[src/rtl/priority_arbiter_4ch.sv]
// priority_arbiter_4ch
//   Shares one downstream resource among four requesters. Highest index wins
//   (req[3] highest), a grant is held while its request stays high, a grant is
//   forced off after MAX_HOLD cycles, and aging promotes a requester that has
//   been bypassed MAX_WAIT times so low indices cannot starve.
//   gnt_id drives the shared datapath mux select.
//
//   state | meaning
//   IDLE  | no grant; arbitrate when enabled and a candidate exists
//   GRANT | grant held; hold_cnt counts cycles of this grant
//   GAP   | one turnaround cycle between grants; arbitrates like IDLE
//
// Ports
//   clk        in   clock, rising edge
//   rst        in   synchronous active-high reset
//   en         in   enables new grants (a grant in progress is not affected)
//   req[3:0]   in   request levels, held until served
//   gnt[3:0]   out  one-hot registered grant
//   gnt_id     out  binary index of gnt, 0 when no grant
//   gnt_valid  out  any grant active
//   promoted   out  current grant came from aging
//   timeout    out  one-cycle pulse in the GAP that follows a forced release
module priority_arbiter_4ch #(
  parameter int MAX_WAIT = 8,
  parameter int MAX_HOLD = 16
) (
  input  logic       clk,
  input  logic       rst,
  input  logic       en,
  input  logic [3:0] req,
  output logic [3:0] gnt,
  output logic [1:0] gnt_id,
  output logic       gnt_valid,
  output logic       promoted,
  output logic       timeout
);

  localparam int WW = $clog2(MAX_WAIT + 1);
  localparam int HW = $clog2(MAX_HOLD + 1);

  typedef enum logic [1:0] {IDLE, GRANT, GAP} state_t;

  state_t        state;
  logic [WW-1:0] wait_cnt [4];
  logic [HW-1:0] hold_cnt;
  logic [3:0]    mask;

  logic [3:0] cand;
  logic [3:0] aged;
  logic [1:0] win_id;
  logic       win_promo;
  logic       do_arb;

  // mask is only ever non-zero during GAP, so it can be applied unconditionally
  always_comb begin
    cand      = req & ~mask;
    aged      = '0;
    win_id    = '0;
    win_promo = 1'b0;
    for (int i = 0; i < 4; i++) begin
      aged[i] = cand[i] && (wait_cnt[i] == WW'(MAX_WAIT));
    end
    win_promo = |aged;
    for (int i = 0; i < 4; i++) begin
      if (win_promo ? aged[i] : cand[i]) win_id = 2'(i);
    end
    do_arb = en && (|cand) && (state != GRANT);
  end

  always_ff @(posedge clk) begin
    if (rst) begin
      state     <= IDLE;
      gnt       <= '0;
      gnt_id    <= '0;
      gnt_valid <= 1'b0;
      promoted  <= 1'b0;
      timeout   <= 1'b0;
      hold_cnt  <= '0;
      mask      <= '0;
      for (int i = 0; i < 4; i++) wait_cnt[i] <= '0;
    end else begin
      timeout <= 1'b0;
      case (state)
        IDLE, GAP: begin
          // exclusion lasts for the GAP decision only, granted or not
          mask <= '0;
          if (do_arb) begin
            state     <= GRANT;
            gnt       <= 4'b0001 << win_id;
            gnt_id    <= win_id;
            gnt_valid <= 1'b1;
            promoted  <= win_promo;
            hold_cnt  <= HW'(1);
            for (int i = 0; i < 4; i++) begin
              if (2'(i) == win_id)
                wait_cnt[i] <= '0;
              else if (req[i])
                wait_cnt[i] <= (wait_cnt[i] == WW'(MAX_WAIT)) ? wait_cnt[i]
                                                               : wait_cnt[i] + 1'b1;
              else
                wait_cnt[i] <= '0;
            end
          end else begin
            state <= IDLE;
          end
        end
        GRANT: begin
          // release wins over a coincident hold limit
          if (!req[gnt_id] || hold_cnt == HW'(MAX_HOLD)) begin
            state     <= GAP;
            gnt       <= '0;
            gnt_id    <= '0;
            gnt_valid <= 1'b0;
            promoted  <= 1'b0;
            if (req[gnt_id]) begin
              timeout <= 1'b1;
              mask    <= gnt;
            end
          end else begin
            hold_cnt <= hold_cnt + 1'b1;
          end
        end
        default: state <= IDLE;
      endcase
    end
  end

endmodule
[config.mk]
export PLATFORM = sky130hd
export DESIGN_NAME = priority_arbiter_4ch
export DESIGN_NICKNAME = d
export VERILOG_FILES = /design/src/rtl/priority_arbiter_4ch.sv
export SDC_FILE = /design/constraint.sdc
export NUM_CORES = 1
export LEC_CHECK = 0
export ABC_AREA = 1
export BUFFER_PORTS_ARGS = -buffer_cell sky130_fd_sc_hd__clkbuf_2
export CAP_MARGIN = 20
export CELL_PAD_IN_SITES_DETAIL_PLACEMENT = 1
export CELL_PAD_IN_SITES_GLOBAL_PLACEMENT = 1
export CORE_UTILIZATION = 50
export CTS_BUF_LIST = sky130_fd_sc_hd__clkbuf_2 sky130_fd_sc_hd__clkbuf_4 sky130_fd_sc_hd__clkbuf_8
export CTS_CLUSTER_SIZE = 16
export DETAILED_ROUTE_END_ITERATION = 10
export HOLD_SLACK_MARGIN = 0.02
export MAX_ROUTING_LAYER = met4
export PLACE_DENSITY_LB_ADDON = 0.1
export SYNTH_ARGS = -nofsm -noshare
export SYNTH_HDL_FRONTEND = slang
export SYNTH_SLANG_ARGS = --single-unit
[constraint.sdc]
create_clock -name clk -period 3.9 [get_ports clk]
set_clock_uncertainty 0.05 [all_clocks]
set_input_delay 0.78 -clock clk [delete_from_list [all_inputs] [get_ports clk]]
set_output_delay 0.78 -clock clk [all_outputs]
set_load 0.1 [all_outputs]
==> insert_results.sql, run 1 <==
INSERT INTO impl_metrics (metric_group, metric, value, unit) VALUES
('run_status', 'run_status', 'complete, no violations', ''),
('synth', 'synth_compound_gate_area_share', '7.60', '%'),
('pwr', 'power.density_cell_area', '432', 'nW/um^2'),
('placement', 'post-dp-hpwl', '3340', 'um'),
('detailed_routing', 'ant_nets', '0', ''),
('final_layout', 'net_count_of_the_finished_layout', '271', ''),
('sta', 'final.setup.tns', '0', 'ps'),
('synth', 'yosys_synthesis_warning_count', '0', ''),
('global_routing', 'grt_remaining_overflow', '0', ''),
('worst_setup_path', 'critPathMaxStageDelay', '440', 'ps'),
('synth', 'synth.net_count', '251', ''),
('die', 'std_cell_rows', '22', ''),
('worst_setup_path', 'crit_chain', 'inv_1 > ha_1 > nand3_1 > nor2_1 > nor2_1 > nand2_1 > nand2_1 > nand2_2 > nand3_2 > a31oi_1', ''),
('worst_setup_path', 'reg2reg_setup_slack', '1600', 'ps'),
('synth', 'synthAdderAreaFrac', '6.55', '%'),
('die', 'floorplan.io_pins', '16', ''),
('pwr', 'clockPowerShare', '29.3', '%'),
('cts', 'cts.clk_slew.worst_paths', '70', 'ps'),
('worst_setup_path', 'crit_buf_inv', '1', ''),
('detailed_routing', 'wire_per_inst', '14.2', 'um'),
('sta', 'worst_pin_slew', '545', 'ps'),
('cts', 'root_buffer', 'clkbuf_8', ''),
('worst_hold_path', 'worstHoldPathType', 'register to register', ''),
('cts', 'post_cts_resize_count', '0', ''),
('detailed_routing', 'drt_wl_total', '4290', 'um'),
('worst_setup_path', 'crit_arrival', '2190', 'ps'),
('worst_setup_path', 'path_delay_family', 'simple AND/OR/NAND/NOR gates', ''),
('pwr', 'comb_power_share', '21.9', '%'),
('worst_hold_path', 'min_delay_path_depth', '2', ''),
('die', 'dieArea', '4070', 'um^2'),
('pwr', 'pwr-share-seq', '48.8', '%'),
('die', 'start_util', '52.2', '%'),
('cts', 'cts_inserted_buffers', '5', ''),
('worst_hold_path', 'hold_path_startpoint', 'gnt_valid$_SDFFE_PP0P_', ''),
('detailed_routing', 'routed-via-count', '1566', ''),
('sta', 'shortest_period_the_worst_path_allows', '2300', 'ps'),
('final_layout', 'layout-area-overhead-vs-synth', '11.5', '%'),
('worst_setup_path', 'timing_worst_setup_path_type', 'register to register', ''),
('cts', 'cts-root-to-sink-buffers', '2', ''),
('synth', 'netlist-cell-type-count', '29', ''),
('sta', 'hold_violations', '0', ''),
('final_layout', 'final_layout_size_suffix_gt1_share', '14.9', '%'),
('placement', 'port_buffers', '15', ''),
('synth', 'postSynthCellCount', '234', ''),
('cts', 'cts_tree', 'done', ''),
('synth', 'synth_top_family_by_area', 'simple AND/OR/NAND/NOR gates', ''),
('final_layout', 'design_area', '2130', 'um^2'),
('detailed_routing', 'drtIter0Drc', '51', ''),
('worst_setup_path', 'worst_r2r_path_depth', '10', ''),
('synth', 'yosys.area_share.xor_xnor', '4.13', '%'),
('run', 'max_cap_viol_count', '0', ''),
('cts', 'clk_latency', '290', 'ps'),
('synth', 'synth-seq-area-share', '46.1', '%'),
('final_layout', 'diodes', '0', ''),
('cts', 'holdBufCountCts', '0', ''),
('pwr', 'net-switching-power', '300', 'uW'),
('synth', 'synthesis_stage_register_bit_count', '36', ''),
('final_layout', 'final.fill_count', '491', ''),
('cts', 'cts.sinks', '36', ''),
('placement', 'post_dp_cell_area', '2040', 'um^2'),
('final_layout', 'layout.core_utilization', '58.2', '%'),
('global_routing', 'antenna_found_initial', '0', ''),
('detailed_routing', 'drcViolationCount', '0', ''),
('worst_setup_path', 'critical-path-slowest-cell', 'edfxtp_1', ''),
('detailed_routing', 'drt-pass1-iter-count', '4', ''),
('worst_setup_path', 'worst_setup_path_end_kind', 'register', ''),
('global_routing', 'grt_start_max_net_pins', '19', ''),
('die', 'core_region_area', '3660', 'um^2'),
('worst_setup_path', 'worst_r2r_startpoint', 'wait_cnt[0][0]$_SDFFCE_PP0P_', ''),
('worst_setup_path', 'cp-start-kind', 'register', ''),
('worst_hold_path', 'holdPathEnd', 'gnt_valid$_SDFFE_PP0P_', '');
[cell type report]
class	instances	area, um^2	area share (%)
Sequential cell	36	881	41.4
Multi-Input combinational cell	154	865	40.6
Inverter	42	158	7.40
Clock buffer	8	91.3	4.29
Timing Repair Buffer	15	75.1	3.53
Tap cell	48	60.1	2.82
[worst register-to-register path: stages, from the launching register on]
cell and delay [ps]:
edfxtp_1 440, inv_1 80, ha_1 140, nand3_1 120, nor2_1 180, nor2_1 80, nand2_1 110, nand2_1 80
nand2_2 150, nand3_2 140, a31oi_1 380
[synthesized netlist by cell type]
library cell  count  area share [%]
a211oi_1          1            0.39
nand3_2           5             2.6
inv_2             2            0.39
nor2_2            3            0.98
nor2_1           26             5.1
a31oi_1           1            0.33
clkbuf_1          2            0.39
o21bai_1          1            0.39
nor3_1            4             1.0
o21ai_1           2            0.52
xor2_1            5             2.3
edfxtp_1         16              25
inv_1            40             7.9
nand4_1           3            0.98
nor2_4            1            0.59
nand3b_1          2            0.79
ha_1             10             6.5
xnor2_1           4             1.8
a21oi_1          11             2.9
o211ai_1          2            0.79
o2bb2ai_1         1            0.46
o31ai_1           2            0.79
nand3_1          13             3.4
nand2_1          49             9.6
dfxtp_1          20              21
nand4_2           1            0.65
o21ai_0           4             1.0
nor3_2            1            0.52
nand2_2           2            0.65
[per-layer routing]
metal	routed length, um	global-route usage [%]	part of all wire, %
met1	1850	25.9	43
met2	2280	44.3	53
met3	87	5.54	2.0
met4	68	7.67	1.6
met5	0	-	0
[power groups by stage]
stage / Clock [uW] / Combinational, uW / Sequential [uW]
after floorplan: 0 / 103 / 508
after global placement: 0 / 198 / 456
after detailed placement: 0 / 201 / 458
after CTS: 274 / 203 / 449
after global routing: 295 / 223 / 453
final: 270 / 202 / 449
[worst max-delay path by stage]
| stage | from | endpoint | slack [ps] | cells past startpoint |
|---|---|---|---|---|
| final | wait_cnt[0][0]$_SDFFCE_PP0P_ | wait_cnt[0][2]$_SDFFCE_PP0P_ | 1600 | 10 |
| after global routing | wait_cnt[0][0]$_SDFFCE_PP0P_ | wait_cnt[0][3]$_SDFFCE_PP0P_ | 1340 | 10 |
| after floorplan | gnt_id[0]$_SDFFE_PP0P_ | gnt[0]$_SDFFE_PP0P_ | 1780 | 10 |
| after detailed placement | req[3] | wait_cnt[0][2]$_SDFFCE_PP0P_ | 1390 | 9 |
| after global placement | req[3] | wait_cnt[0][0]$_SDFFCE_PP0P_ | 1460 | 9 |
| after CTS | wait_cnt[3][0]$_SDFFCE_PP0P_ | wait_cnt[0][2]$_SDFFCE_PP0P_ | 1570 | 10 |
[through the flow]
stage	hold slack (ps)	worst slack (ps)	cells
floorplan	390	1780	234
global placement	381	1460	295
detailed placement	387	1390	295
CTS	400	1570	303
global route	438	1340	303
finish	400	1600	303
[registers in the layout, summed over array words and instances, names as in the netlist]
name	cells
gnt_id	2
hold_cnt	5
promoted	1
gnt_valid	1
timeout	1
state	2
gnt	4
mask	4
wait_cnt	16
[placed cells by master, fill, tap and decap left out]
cell type,instances
nand2_1,49
nor2_4,1
nand3_2,5
nand2_2,2
edfxtp_1,16
o31ai_1,2
nor2_1,26
o21ai_0,4
a21oi_1,11
ha_1,10
inv_1,40
clkbuf_4,3
clkbuf_8,5
o21ai_1,2
inv_2,2
o211ai_1,2
nand3b_1,2
nor3_1,4
dfxtp_1,20
nor3_2,1
clkbuf_2,15
nand3_1,13
xor2_1,5
nor2_2,3
a31oi_1,1
nand4_2,1
o2bb2ai_1,1
xnor2_1,4
nand4_1,3
o21bai_1,1
a211oi_1,1
[logic make-up after synthesis]
logic type                 count (synthesis)
AOI/OAI and AO/OA                         25
buffers and inverters                     44
and+or+nand+nor                          110
adders and majority gates                 10
DFF                                       36
xor gates and xnor gates                   9
No activity file was read; power rests on OpenSTA's default activity.
==> run 2: changes to the inputs <==
--- a/config.mk
+++ b/config.mk
@@ -10,7 +10,7 @@
 export CAP_MARGIN = 20
 export CELL_PAD_IN_SITES_DETAIL_PLACEMENT = 1
 export CELL_PAD_IN_SITES_GLOBAL_PLACEMENT = 1
-export CORE_UTILIZATION = 50
+export CORE_UTILIZATION = 46
 export CTS_BUF_LIST = sky130_fd_sc_hd__clkbuf_2 sky130_fd_sc_hd__clkbuf_4 sky130_fd_sc_hd__clkbuf_8
 export CTS_CLUSTER_SIZE = 16
 export DETAILED_ROUTE_END_ITERATION = 10
==> constraint.sdc (replaced) <==
create_clock -name clk -period 2.4 [get_ports clk]
set_clock_uncertainty 0.05 [all_clocks]
set_input_delay 0.48 -clock clk [delete_from_list [all_inputs] [get_ports clk]]
set_output_delay 0.48 -clock clk [all_outputs]
set_load 0.1 [all_outputs]
==> insert_results.sql, run 2 (same netlist as run 1, synthesis figures left out) <==
INSERT INTO impl_metrics (metric_group, metric, value, unit) VALUES
('run_status', 'run_status', 'complete, no violations', ''),
('global_routing', 'grt_usage', '22.4', '%'),
('cts', 'cts-root-to-sink-buffers', '2', ''),
('sta', 'final-setup-viol-count', '0', ''),
('global_routing', 'antenna_found_initial', '0', ''),
('detailed_routing', 'drtIter0Drc', '41', ''),
('final_layout', 'layout.cells.most_common', 'nand2_1', ''),
('detailed_routing', 'ant_nets', '0', ''),
('die', 'start_util', '47.8', '%'),
('cts', 'cts.clk_slew.worst_paths', '70', 'ps'),
('worst_setup_path', 'critical_path_cell_count', '11', ''),
('sta', 'hold_slack', '398', 'ps'),
('worst_setup_path', 'worst_r2r_path_depth', '11', ''),
('placement', 'port_buffers', '15', ''),
('cts', 'cts.sinks', '36', ''),
('pwr', 'comb_power_share', '22.0', '%'),
('worst_setup_path', 'crit_arrival', '2200', 'ps'),
('final_layout', 'final_layout_size_suffix_gt1_share', '16.7', '%'),
('final_layout', 'layout-area-overhead-vs-synth', '13.6', '%'),
('die', 'chipHeight', '66.4', 'um'),
('run', 'max_cap_viol_count', '0', ''),
('worst_hold_path', 'min_delay_path_depth', '2', ''),
('sta', 'rsz0062_at_grt', 'false', ''),
('worst_setup_path', 'path_delay_family', 'simple AND/OR/NAND/NOR gates', ''),
('worst_setup_path', 'cp-start-kind', 'register', ''),
('detailed_routing', 'drcViolationCount', '0', ''),
('worst_setup_path', 'most_common_cell_on_crit_path', 'nand2_1', ''),
('worst_setup_path', 'critPathMaxStageDelay', '450', 'ps'),
('sta', 'final.setup.tns', '0', 'ps'),
('sta', 'post-route-period-util', '93.3', '%'),
('die', 'die-width', '66.4', 'um'),
('die', 'dieArea', '4410', 'um^2'),
('pwr', 'pwr-share-seq', '47.6', '%'),
('final_layout', 'layout_common_cells', 'nand2_1 (49), inv_1 (40), nor2_1 (25), dfxtp_1 (20), edfxtp_1 (16)', ''),
('worst_setup_path', 'critical-path-slowest-cell', 'edfxtp_1', ''),
('die', 'std_cell_rows', '23', ''),
('pwr', 'clockPowerShare', '30.5', '%'),
('global_routing', 'grt_remaining_overflow', '0', ''),
('final_layout', 'max_flop_register', 'wait_cnt', ''),
('final_layout', 'layout.core_utilization', '54.2', '%'),
('detailed_routing', 'routed-via-count', '1542', ''),
('worst_setup_path', 'timing_worst_setup_path_type', 'register to register', ''),
('final_layout', 'biggestRegsByFlops', 'wait_cnt (16), hold_cnt (5)', ''),
('pwr', 'net-switching-power', '502', 'uW'),
('cts', 'holdBufCountCts', '0', ''),
('sta', 'remaining_max_slew_budget_at_the_tightest_pin', '64.0', '%'),
('global_routing', 'grt_first_pass_wirelength', '7010', 'um'),
('detailed_routing', 'drt-pass1-iter-count', '4', ''),
('cts', 'cts_inserted_buffers', '5', ''),
('pwr', 'total_power', '1530', 'uW'),
('global_routing', 'via_count_of_the_first_global_routing_pass', '1534', ''),
('cts', 'htree_levels', '2', ''),
('worst_setup_path', 'critPathRequiredTime', '2360', 'ps'),
('worst_setup_path', 'crit_buf_inv', '2', ''),
('die', 'core_region_area', '4000', 'um^2'),
('detailed_routing', 'wire_per_inst', '14.0', 'um'),
('sta', 'hold_violations', '0', ''),
('final_layout', 'net_count_of_the_finished_layout', '274', ''),
('cts', 'root_buffer', 'clkbuf_8', ''),
('final_layout', 'flip_flop_count_of_the_largest_register_all_copies_and_words_added', '16', ''),
('pwr', 'power.density_cell_area', '707', 'nW/um^2'),
('sta', 'fmax', '447', 'MHz'),
('placement', 'gp_routability_congestion', '0.802', ''),
('pwr', 'p_int', '1030', 'uW'),
('placement', 'post-dp-hpwl', '3340', 'um'),
('pwr', 'p_leak', '0.000960', 'uW'),
('final_layout', 'final.fill_count', '507', ''),
('detailed_routing', 'viasPerCell', '5.01', ''),
('pwr', 'switching_share', '32.7', '%'),
('worst_hold_path', 'worstHoldPathType', 'register to register', ''),
('cts', 'clk_latency', '280', 'ps'),
('final_layout', 'finish.cell_count_without_fillers', '308', ''),
('sta', 'shortest_period_the_worst_path_allows', '2240', 'ps'),
('worst_setup_path', 'crit_chain', 'inv_1 > ha_1 > nand3_1 > nor2_2 > nor2_1 > nand2_1 > nand2_1 > nand2_1 > nand3_2 > a31oi_2 > buf_4', ''),
('final_layout', 'diodes', '0', ''),
('worst_setup_path', 'worst_setup_path_end_kind', 'register', ''),
('worst_setup_path', 'cp_max_fo', '4', ''),
('sta', 'worst_pin_slew', '543', 'ps'),
('die', 'floorplan.io_pins', '16', ''),
('cts', 'cts_tree', 'done', ''),
('global_routing', 'grt_start_max_net_pins', '11', ''),
('sta', 'slew_viol_final', '0', ''),
('worst_setup_path', 'reg2reg_setup_slack', '160', 'ps'),
('placement', 'place_inst', '299', ''),
('detailed_routing', 'drt_wl_total', '4310', 'um'),
('pwr', 'ir_worst_vdd', '0.463', 'mV');
==> run 2: routing by layer <==
| metal | global-route usage, % | vias to the layer above | wire length (um) |
|---|---|---|---|
| met1 | 25.8 | 718 | 1970 |
| met2 | 38.3 | 18 | 2170 |
| li1 | - | 799 | - |
| met4 | 7.98 | 0 | 60 |
| met3 | 4.83 | 7 | 113 |
| met5 | - | - | 0 |
==> run 2: path summary, 6_finish.rpt <==
| path | from | end |
|---|---|---|
| worst max-delay path | wait_cnt[0][0]$_SDFFCE_PP0P_ | wait_cnt[0][1]$_SDFFCE_PP0P_ |
| worst min-delay path | gnt_valid$_SDFFE_PP0P_ | gnt_valid$_SDFFE_PP0P_ |
| worst max register to register | wait_cnt[0][0]$_SDFFCE_PP0P_ | wait_cnt[0][1]$_SDFFCE_PP0P_ |
| worst min register to register | gnt_valid$_SDFFE_PP0P_ | gnt_valid$_SDFFE_PP0P_ |
==> run 2: what timing repair did <==
item                       4_1_cts  5_1_grt
resized for setup                0        2
setup buffers                    0        1
setup endpoints to repair        0        8
==> run 2: power groups by stage <==
stage / Combinational (uW) / Sequential [uW] / Clock [uW]
2_1_floorplan: 167 / 825 / 0
3_3_place_gp: 325 / 741 / 0
3_5_place_dp: 330 / 744 / 0
4_1_cts: 335 / 730 / 474
5_1_grt: 369 / 736 / 501
6_report: 337 / 729 / 467
==> run 2: area by class of cell <==
class / count / area [um^2] / share of cell area, %
timing repair buffer: 18 / 97.6 / 4.50
sequential: 36 / 881 / 40.6
multi-input combinational: 154 / 873 / 40.3
clock buffer: 8 / 97.6 / 4.50
inverter: 42 / 158 / 7.27
tap: 50 / 62.6 / 2.88
==> run 2: worst min-delay path: stages, from the launching register on <==
cell and delay (ps):
dfxtp_1 310, nand2_1 60, nand2_1 40
==> run 2: through the flow <==
step	setup WS [ps]	area (um^2)
floorplan	283	1910
global placement	201	2060
detailed placement	205	2060
CTS	139	2150
global route	13.1	2170
finish	162	2170
